**src/rtl/fp_control_unit.sv**
```systemverilog
// Sequencing FSM for the single-precision FP datapath: align, execute, normalise, round, done.
// Optional per-operation cycle counter enabled with the FP_CTRL_CYCLE_COUNT_EN macro.
module fp_control_unit #(
  parameter int EXP_W      = 8,
  parameter int FRAC_W     = 27,
  parameter int MAX_LSHIFT = 26
) (
  input  logic              clk,
  input  logic              reset,
  input  logic              start,
  input  logic [1:0]        op_in,
  input  logic [EXP_W-1:0]  expDiff,
  input  logic [FRAC_W-1:0] fracResult,
  input  logic              carry,
  output logic [1:0]        operation,
  output logic              smallerExpSrc,
  output logic [EXP_W-1:0]  shiftRightQtt,
  output logic              alu,
  output logic              normalization_src,
  output logic              shift_src,
  output logic              shift,
  output logic              busy,
  output logic              done,
  output logic              invalid
`ifdef FP_CTRL_CYCLE_COUNT_EN
  ,
  output logic [5:0]        cycle_count
`endif
);

  localparam int CNT_W = $clog2(MAX_LSHIFT + 1);

  typedef enum logic [2:0] {IDLE, ALIGN, EXEC, NORM, ROUND, DONE} state_t;

  state_t            state, stateNxt;
  logic [CNT_W-1:0]  shiftCnt, shiftCntNxt;
  logic              reShifted, reShiftedNxt;
  logic              firstNormCarry, normDone, roundFix;

  logic [1:0]        operationNxt;
  logic              smallerExpSrcNxt, aluNxt, normSrcNxt, shiftSrcNxt, shiftNxt;
  logic              busyNxt, doneNxt, invalidNxt;
  logic [EXP_W-1:0]  shiftRightQttNxt;

  // shiftCnt stays 0 only on the first NORM cycle, since staying in NORM always increments it
  assign firstNormCarry = (shiftCnt == '0) && carry;
  assign normDone = firstNormCarry || (fracResult == '0) || fracResult[FRAC_W-1] ||
                    (shiftCnt == CNT_W'(MAX_LSHIFT));
  // A zero result is final; otherwise re-shift once on overflow or lost hidden bit
  assign roundFix = carry || (!fracResult[FRAC_W-1] && (fracResult != '0));

  always_ff @(posedge clk or posedge reset) begin
    if (reset) begin
      state             <= IDLE;
      shiftCnt          <= '0;
      reShifted         <= 1'b0;
      operation         <= 2'b00;
      smallerExpSrc     <= 1'b0;
      shiftRightQtt     <= '0;
      alu               <= 1'b0;
      normalization_src <= 1'b1;
      shift_src         <= 1'b0;
      shift             <= 1'b0;
      busy              <= 1'b0;
      done              <= 1'b0;
      invalid           <= 1'b0;
    end else begin
      state             <= stateNxt;
      shiftCnt          <= shiftCntNxt;
      reShifted         <= reShiftedNxt;
      operation         <= operationNxt;
      smallerExpSrc     <= smallerExpSrcNxt;
      shiftRightQtt     <= shiftRightQttNxt;
      alu               <= aluNxt;
      normalization_src <= normSrcNxt;
      shift_src         <= shiftSrcNxt;
      shift             <= shiftNxt;
      busy              <= busyNxt;
      done              <= doneNxt;
      invalid           <= invalidNxt;
    end
  end

  always_comb begin
    stateNxt     = state;
    shiftCntNxt  = shiftCnt;
    reShiftedNxt = reShifted;
    case (state)
      IDLE: begin
        if (start) begin
          shiftCntNxt  = '0;
          reShiftedNxt = 1'b0;
          stateNxt     = (op_in == 2'b11) ? DONE : ALIGN;
        end
      end
      ALIGN: stateNxt = EXEC;
      EXEC:  stateNxt = NORM;
      NORM: begin
        if (normDone) stateNxt = ROUND;
        else          shiftCntNxt = shiftCnt + 1'b1;
      end
      ROUND: begin
        if (!reShifted && roundFix) reShiftedNxt = 1'b1;
        else                        stateNxt = DONE;
      end
      DONE:    stateNxt = IDLE;
      default: stateNxt = IDLE;
    endcase
  end

  // Next values of the registered outputs, so they change together with the state
  always_comb begin
    operationNxt     = operation;
    smallerExpSrcNxt = smallerExpSrc;
    shiftRightQttNxt = shiftRightQtt;
    aluNxt           = 1'b0;
    normSrcNxt       = 1'b1;
    shiftSrcNxt      = 1'b0;
    shiftNxt         = 1'b0;
    busyNxt          = (stateNxt != IDLE);
    doneNxt          = (stateNxt == DONE);
    invalidNxt       = 1'b0;
    case (state)
      IDLE: begin
        if (start) begin
          operationNxt = op_in;
          invalidNxt   = (op_in == 2'b11);
        end
      end
      ALIGN: begin
        aluNxt = 1'b1;
        if (operation == 2'b10) begin
          smallerExpSrcNxt = 1'b1;
          shiftRightQttNxt = '0;
        end else if (!expDiff[EXP_W-1]) begin
          smallerExpSrcNxt = 1'b1;
          shiftRightQttNxt = expDiff;
        end else begin
          smallerExpSrcNxt = 1'b0;
          shiftRightQttNxt = -expDiff;
        end
      end
      NORM: begin
        normSrcNxt = 1'b0;
        if (firstNormCarry) begin
          shiftNxt    = 1'b1;
          shiftSrcNxt = 1'b1;
        end else if (!normDone) begin
          shiftNxt    = 1'b1;
        end
      end
      ROUND: begin
        normSrcNxt = 1'b0;
        if (stateNxt == ROUND) begin
          shiftNxt    = 1'b1;
          shiftSrcNxt = 1'b1;
        end
      end
      DONE:    normSrcNxt = 1'b1;
      default: normSrcNxt = 1'b1;
    endcase
  end

`ifdef FP_CTRL_CYCLE_COUNT_EN
  always_ff @(posedge clk or posedge reset) begin
    if (reset)                                   cycle_count <= '0;
    else if (state == IDLE && start)             cycle_count <= '0;
    else if (busy && cycle_count != 6'd63)       cycle_count <= cycle_count + 6'd1;
  end
`endif

endmodule
```
**config.mk**
```make
export PLATFORM = sky130hd
export DESIGN_NAME = fp_control_unit
export DESIGN_NICKNAME = d
export VERILOG_FILES = /design/src/rtl/fp_control_unit.sv
export SDC_FILE = /design/constraint.sdc
export NUM_CORES = 1
export LEC_CHECK = 0
export CORE_ASPECT_RATIO = 2
export CORE_MARGIN = 8
export CORE_UTILIZATION = 38
export DETAILED_ROUTE_END_ITERATION = 16
export GPL_TIMING_DRIVEN = 0
export PLACE_DENSITY_LB_ADDON = 0.2
export SYNTH_ARGS = -nofsm -noshare
export SYNTH_HDL_FRONTEND = slang
export SYNTH_SLANG_ARGS = --single-unit
```
**constraint.sdc**
```tcl
create_clock -name clk -period 2.1 [get_ports clk]
set_clock_uncertainty 0.05 [all_clocks]
set_input_delay 0.42 -clock clk [delete_from_list [all_inputs] [get_ports clk]]
set_output_delay 0.42 -clock clk [all_outputs]
set_load 0.03 [all_outputs]
```
Word-level counts from Yosys, hierarchy flattened
Index checks and enable logic that the tools add are counted.
{"block": "op_classes", "addsub": 2, "n_mul": 0, "div_mod_pow": 0, "order_cmp": 0, "n_eq_ne": 12, "n_shift": 0, "mux": 25, "bitwise": 0, "n_reduce_logical": 20}
{"op": "$logic_not 27->1", "n": 1}
{"op": "$reduce_bool 27->1", "n": 1}
{"op": "$mux 8", "n": 2}
{"op": "$pmux 3 s5", "n": 1}
{"op": "$mux 1", "n": 12}
{"op": "$mux 3", "n": 4}
{"op": "$mux 5", "n": 2}
{"op": "$pmux 5 s2", "n": 1}
{"op": "$eq 3x3->1 const B", "n": 3}
{"op": "$neg 8->8", "n": 1}
{"op": "$eq 3x2->1 const B", "n": 2}
{"op": "$ne 2x2->1 const B", "n": 3}
{"op": "$pmux 1 s2", "n": 3}
{"op": "$reduce_and 3->1", "n": 2}
{"op": "$add 5x1->5 const B", "n": 1}
{"op": "$eq 5x5->1 const B", "n": 1}
{"op": "$logic_not 5->1", "n": 1}
{"op": "$eq 2x2->1 const B", "n": 2}
{"op": "$logic_or 1x1->1", "n": 4}
{"op": "$reduce_bool 2->1", "n": 2}
{"op": "$eq 3x1->1 const B", "n": 1}
{"op": "$logic_and 1x1->1", "n": 3}
{"op": "$logic_not 3->1", "n": 1}
{"op": "$reduce_bool 3->1", "n": 1}
{"op": "other kinds (3)", "n": 4}
{"block": "word_totals", "ff_bits": 27, "latchBits": 0, "ramBits": 0, "romBits": 0, "input_bits": 41, "out_inout_bits": 18, "n_memories": 0}

Depth between registers and ports, before layout
Gate-level depths: netlist (run 1).
{"block": "logic_depth", "word_depth": 10, "depth_mapped": 8}

Least setup slack after synthesis (run 1)
Ideal clock, no wire load.
{"block": "synth_timing", "path_type": "input port to flip-flop", "start": "in fracResult[12]", "end": "reg shift", "arrival_ps": 1863, "required_ps": 1919, "path_slack_ps": 56, "stages": 5, "path_cell_list": "or4_1 > nor4_4 > a221oi_2 > and3_4 > or3_1"}
{"block": "synth_via", "elab_chain_cells": 9}
{"item": "start, declared", "line_no": "13", "source": "input logic [FRAC_W-1:0] fracResult,"}
{"item": "$reduce_bool 27->1 / $logic_not 27->1 (equally long branches)", "line_no": "50, 47"}
{"item": "$logic_and 1x1->1 / $logic_or 1x1->1 (equally long branches)", "line_no": "50, 47"}
{"item": "$logic_or 1x1->1, on equally long branches", "line_no": "50, 47"}
{"item": "$logic_and 1x1->1 / $logic_or 1x1->1 (equally long branches)", "line_no": "103, 47"}
{"item": "$mux 3, on equally long branches", "line_no": "103, 99"}
{"item": "$pmux 3 s5", "line_no": "88", "source": "case (state)"}
{"item": "$eq 3x3->1", "line_no": "154", "source": "if (stateNxt == ROUND) begin"}
{"item": "$mux 1", "line_no": "154"}
{"item": "$pmux 1 s2 *", "line_no": "123", "source": "case (state)"}
{"item": "net shiftNxt", "line_no": "41", "source": "logic smallerExpSrcNxt, aluNxt, normSrcNxt, shiftSrcNxt, shiftNxt;"}
{"item": "end signal, assigned", "line_no": "77", "source": "shift <= shiftNxt;"}
{"item": "end, declared", "line_no": "21", "source": "output logic shift,"}
Mark *: on every way through the listed nets, which the timed path passes. The rest lies on a longest branch.
A chain may end at the register's enable or synchronous reset.

Final worst setup path (run 1)
{"block": "layout_timing", "start": "in fracResult[14]", "end": "reg shift"}
Same word-level chain as after synthesis.

==> impl_metrics.toml, run 1 <==
[detailed_routing]
detail_route.first_pass.iterations = 5
drtAntennaViolNets = 0
drtIter0Drc = 27
drc_errors = 0
drt_wl_total_um = 4140
wire_per_inst_um = 16.2
vias_per_cell = 5.27
num_vias = 1343

[floorplan]
core_area_um2 = 3570
die-height_um = 101
ioPinCount = 59
start_util_pct = 38.8
dieWidth_um = 58.7
row_count = 31
die-area_um2 = 5950

[critical_path]
cp.depth = 6
start_kind = "input port"
crit_family = "simple AND/OR/NAND/NOR gates"
regToRegSetupSlack_ns = 0.12
r2r_cells = 7
path_buf_inv = 1
critPathArrivalTime_ns = 2.15
r2r-end = "shift"
critPathMaxFanout = 2
crit_start = "fracResult[14]"
path_class = "in2reg"
critPathSlowestCell = "or4_4"
timing.rr.start = "shiftCnt[0]"
cpPeakStageDelay_ns = 0.55
worstSetupEndpoint = "shift"
critPathCaptureType = "flip-flop"
required_ns = 2.20
cp_cell_sequence = "dlygate4sd2_1, or4_4, nor4_4, a221oi_2, and3_4, or3_4"

[global_route]
grt_antenna_before_repair = 0
grt_pass1_vias = 1507
grt_overflow = 0
grt_max_degree = 28
grt_pass1_wl_um = 6910
grt_usage_pct = 14.5

[power]
power_density_nw_per_um2 = 1100
power.share.switching_pct = 41.3
p_seq_share_pct = 36.4
combPwrFrac_pct = 51.1
leakage_nw = 0.951
p_switching_mw = 0.959
ir_drop_uv = 969
power_mw = 2.32
p_int_mw = 1.36
clkPwrFrac_pct = 12.5

[clocking]
clk_latency_ns = 0.27
clockBufferDepth = 2
cts.clk_slew.worst_paths_ns = 0.09
cts.root.buffer_cell = "clkbuf_8"
cts_buffers = 3
htree_levels = 1
hold_buffers = 0
cts_tree = "yes"
cts_sinks = 27

[timing]
relSlewSlack_pct = 34.1
rsz0062_at_grt = "no"
max_slew.worst_pin.slew_ns = 0.987
slew_violations = 0
period_minus_slack_ns = 2.05
fin_hold_ws_ns = 0.447
fin_crit_sh_pct = 97.6
setup_viol = 0
fmax_mhz = 488
hold_viol = 0

[flow_run]
max-cap-violations = 0

[yosys]
synth_fp_nets = 186
seq_area_frac_synth_pct = 48.9
yosys_register_bits = 27
synth_top_cell_by_area = "dfrtp_1"
avgSynthCellArea_um2 = 9.82
synth.top_cells.by_area = "dfrtp_1, o21ai_0, nand2_1, ha_1, inv_1"
synth_ff_type = "dfrtp_1"
syn-instance-count = 141
yosysUniqueCellTypes = 39
synth_edf_count = 0
synth_top_area_share_pct = 47.0
synthArstFlopShare_pct = 100
netlist_area_um2 = 1390
yosysWarnings = 0

[finish]
antenna_cells = 0
area_growth_pct = 52.8
drive_gt1_share_pct = 11.2
fin_nets = 252

[placement]
gp_congestion = 0.824
hpwl_um = 3420
io_buffers = 57

[run_status]
status = "completed"

[worst_hold_path]
min_from = "shiftRightQtt[2]"
hold_class = "reg2reg"
cell type report:
type                            instances  area [um^2]
Fill cell                             328         1450
Multi-Input combinational cell        101          682
Sequential cell                        27          677
Timing Repair Buffer                   61          598
Tap cell                               49         61.3
Clock buffer                            4         45.0
Inverter                               10         37.5
Buffer                                  3         15.0
cell usage in the layout (no fill, tap or decap), drive strengths merged, types with 2 or more instances in the layout:
| cell type | count |
|---|---|
| nand2 | 15 |
| and4 | 3 |
| nor2 | 9 |
| nand3 | 4 |
| o22ai | 2 |
| or2 | 3 |
| a211oi | 2 |
| clkdlybuf4s50 | 45 |
| nor4 | 4 |
| dlymetal6s2s | 2 |
| and3 | 3 |
| a21oi | 5 |
| clkdlybuf4s15 | 4 |
| or4 | 3 |
| nor3 | 5 |
| mux2i | 2 |
| dlygate4sd2 | 6 |
| clkbuf | 7 |
| buf | 4 |
| ha | 4 |
| or3 | 3 |
| o21a | 3 |
| o21ai | 12 |
| dfrtp | 26 |
| a31oi | 3 |
| mux2 | 2 |
| inv | 10 |
| xor2 | 4 |
cells by family (layout without fill, tap and decap cells):
family | after synthesis | in the layout | share of synthesized area [%]
xor gates and xnor gates | 5 | 5 | 3.16
buffers and inverters | 13 | 78 | 3.61
AOI/OAI and AO/OA | 31 | 31 | 14.1
and+or+nand+nor | 57 | 57 | 23.6
DFF | 27 | 27 | 48.9
adders and majority gates | 4 | 4 | 3.61
muxes | 4 | 4 | 3.07
per-stage QoR:
stage	util, %	setup TNS (ns)	instances	setup slack, ns	instance area (um^2)
after global routing	59.3	0	255	0.00288	2120
after global placement	56.5	-3.02	247	-0.437	2020
final	59.3	0	255	0.0503	2120
after floorplan	-	0	141	0.0558	1390
after detailed placement	56.5	-3.25	247	-0.506	2020
after CTS	58.8	0	255	0.00514	2100
cell usage after synthesis (2+ instances only):
master / count
xor2_1: 4
o22ai_1: 2
nand2_1: 15
a211oi_1: 2
or4_1: 2
o21a_1: 3
nor3_1: 5
clkbuf_1: 2
nor2_1: 9
mux2_2: 2
o21ai_0: 12
nand3_1: 4
ha_1: 4
a21oi_1: 5
and4_1: 3
a31oi_1: 3
mux2i_1: 2
dfrtp_1: 26
or2_2: 2
inv_1: 10
or3_1: 3
nor4_1: 3
and3_1: 2
routing by layer:
layer	share of wire, %	GRT usage [%]	wire [um]
met1	35	13.1	1440
met2	56	28.4	2300
met3	7.8	4.20	324
met4	1.9	5.75	79
met5	0	0	0
state kept, by name (all words and copies together) (netlist names), 2 cells and up:
register	cells
shiftCnt	5
shiftRightQtt	8
state	3
operation	2
tightest hold or removal path: cells and delay by family, from the launching register on:
family | cells | cell delay, ns
simple gates | 1 | 0.05
compound gates | 1 | 0.06
flops | 1 | 0.36
worst min-delay path by stage:
stage	cells after the start	end
CTS	2	shiftRightQtt[2]
floorplan	1	alu
global placement	2	shiftRightQtt[5]
detailed placement	2	shiftRightQtt[0]
finish	2	shiftRightQtt[2]
global route	1	shiftRightQtt[7]
repair_timing:
item | in CTS | in global routing
resized for setup | 14 | 9
pin swaps | 7 | 6
gates cloned | 0 | 0
setup endpoints to repair | 5 | 4
setup buffers | 4 | 0
power groups by stage:
| stage | registers (mW) | logic, mW | clock network (mW) |
|---|---|---|---|
| finish | 0.846 | 1.19 | 0.290 |
| global route | 0.871 | 1.28 | 0.314 |
| CTS | 0.844 | 1.20 | 0.292 |
| detailed placement | 0.854 | 1.16 | 0 |
| global placement | 0.839 | 1.12 | 0 |
| floorplan | 1.10 | 0.415 | 0 |
No activity file was read; power rests on OpenSTA's default activity.
==> run 2: changes to the inputs <==
--- a/config.mk
+++ b/config.mk
@@ -10,7 +10,8 @@
 export CORE_UTILIZATION = 38
 export DETAILED_ROUTE_END_ITERATION = 16
 export GPL_TIMING_DRIVEN = 0
-export PLACE_DENSITY_LB_ADDON = 0.2
+export PLACE_DENSITY = 0.81
+export SKIP_LAST_GASP = 1
 export SYNTH_ARGS = -nofsm -noshare
 export SYNTH_HDL_FRONTEND = slang
 export SYNTH_SLANG_ARGS = --single-unit
==> run 2 against run 1 <==
Net effect:
- critical endpoint unchanged
- first-iteration DRC count down 48%
- utilization grew 0.84 points
- global-route usage decreased by 1.2 points
- largest power group unchanged
- clock power is essentially flat
- fmax grew 0.67%
- highest routed layer unchanged
- power is 0.98% higher
- non-clock buffer count up 4
- via count fell by 2.7%
- register-to-register slack is essentially flat
- sequential share of layout area is 0.45 points lower
- sequential power fell by 2%
- cell count grew 1.6%
==> impl_metrics.toml, run 2 (synthesis gave the netlist of run 1 again) <==
[detailed_routing]
num_vias = 1307
detail_route.first_pass.iterations = 3
drtAntennaViolNets = 0
drc_errors = 0
vias_per_cell = 5.05
wire_per_inst_um = 14.9
drt_wl_total_um = 3870
drtIter0Drc = 14

[finish]
largest_reg_flops = 8
final_common_cell = "clkdlybuf4s50_1"
antenna_cells = 0
largestRegisters = "shiftRightQtt: 8 flops, shiftCnt: 5 flops, state: 3 flops"
fin_area_um2 = 2150
layout_common_cells = "clkdlybuf4s50_1, dfrtp_1, nand2_1, o21ai_0"
layout.cells.non_filler = 259
fin_util_pct = 60.1
fillerInstances = 328
fin_nets = 256
area_growth_pct = 54.9
top_register = "shiftRightQtt"
drive_gt1_share_pct = 13.3

[timing]
tns_ns = 0
slew_violations = 0
fin_ws_ns = 0.0641
setup_viol = 0
relSlewSlack_pct = 33.1
period_minus_slack_ns = 2.04
hold_viol = 0
fin_crit_sh_pct = 96.9
max_slew.worst_pin.slew_ns = 1.00
rsz0062_at_grt = "no"
fmax_mhz = 491

[clocking]
clockBufferDepth = 2
hold_buffers = 0
clk_latency_ns = 0.27
cts.clk_slew.worst_paths_ns = 0.09
cts_buffers = 3
cts_sinks = 27
cts_tree = "yes"
cts.root.buffer_cell = "clkbuf_8"
htree_levels = 1

[critical_path]
critPathMaxFanout = 2
required_ns = 2.21
critPathSlowestCell = "or4_4"
crit_start = "fracResult[12]"
critPathCaptureType = "flip-flop"
critPathArrivalTime_ns = 2.14
start_kind = "input port"
cp_cell_sequence = "clkdlybuf4s50_1, or4_4, nor4_4, a221oi_2, and3_4, or3_1"
path_class = "in2reg"
timing.rr.start = "shiftCnt[0]"
regToRegSetupSlack_ns = 0.12
cpPeakStageDelay_ns = 0.44

[floorplan]
row_count = 31
core_area_um2 = 3570
dieWidth_um = 58.7
die-area_um2 = 5950
ioPinCount = 59
die-height_um = 101
start_util_pct = 38.8

[placement]
hpwl_um = 3120
gp_congestion = 0.864
place_ws_ns = -0.441
dp_cells = 247
io_buffers = 57
place_area_um2 = 2020

[power]
power_density_nw_per_um2 = 1090
leakage_nw = 0.977
ir_drop_uv = 902

[global_route]
grt_max_degree = 28
grt_antenna_before_repair = 0
grt_usage_pct = 13.3
grt_pass1_vias = 1390
grt_overflow = 0
grt_pass1_wl_um = 6180

[worst_hold_path]
min_from = "shiftRightQtt[6]"
hold_class = "reg2reg"

[run_status]
status = "completed"

[flow_run]
max-cap-violations = 0
==> run 2: worst paths after layout <==
kind                       cells past startpoint          endpoint
min in group asynchronous                      2               alu
min                                            2  shiftRightQtt[6]
max in group asynchronous                      2  shiftRightQtt[0]
min reg2reg                                    2  shiftRightQtt[6]
max                                            6             shift
max reg2reg                                    7             shift
==> run 2: critical path, delay by kind of cell <==
family | cells | cell delay, ns
buffers and inverters | 1 | 0.40
and+or+nand+nor | 4 | 1.23
AOI/OAI and AO/OA | 1 | 0.10
==> run 2: report_power, final <==
part           internal, mW  switching (mW)  total (mW)
clock network         0.136           0.153       0.289
registers             0.715           0.117       0.831
logic                 0.539           0.687        1.23
total                  1.39           0.957        2.35
==> run 2: layer usage <==
layer,part of all wire (%),GRT usage (%)
met5,0,0
met2,55,25.2
met4,1.7,5.57
met1,33,11.6
met3,10,5.47
==> run 2: stage by stage <==
step / power [mW] / hold slack, ns
6_report: 2.35 / 0.438
5_1_grt: 2.48 / 0.470
4_1_cts: 2.34 / 0.449
3_5_place_dp: 2.00 / 0.425
3_3_place_gp: 1.98 / 0.417
2_1_floorplan: 1.51 / 0.422
==> run 2: cell type report <==
class                      count  area, um^2  area share [%]
clock buffer                   4        45.0            2.10
inverter                      10        37.5            1.75
sequential                    27         677            31.5
tap                           49        61.3            2.86
timing repair buffer          65         632            29.4
buffer                         3        15.0           0.700
multi-input combinational    101         678            31.6
==> run 2: timing repair <==
action / in CTS / in global routing
cloned: 0 / 0
pin swaps: 6 / 6
endpoints found under the setup margin: 4 / 5
setup buffers: 4 / 4
resized for setup: 13 / 6
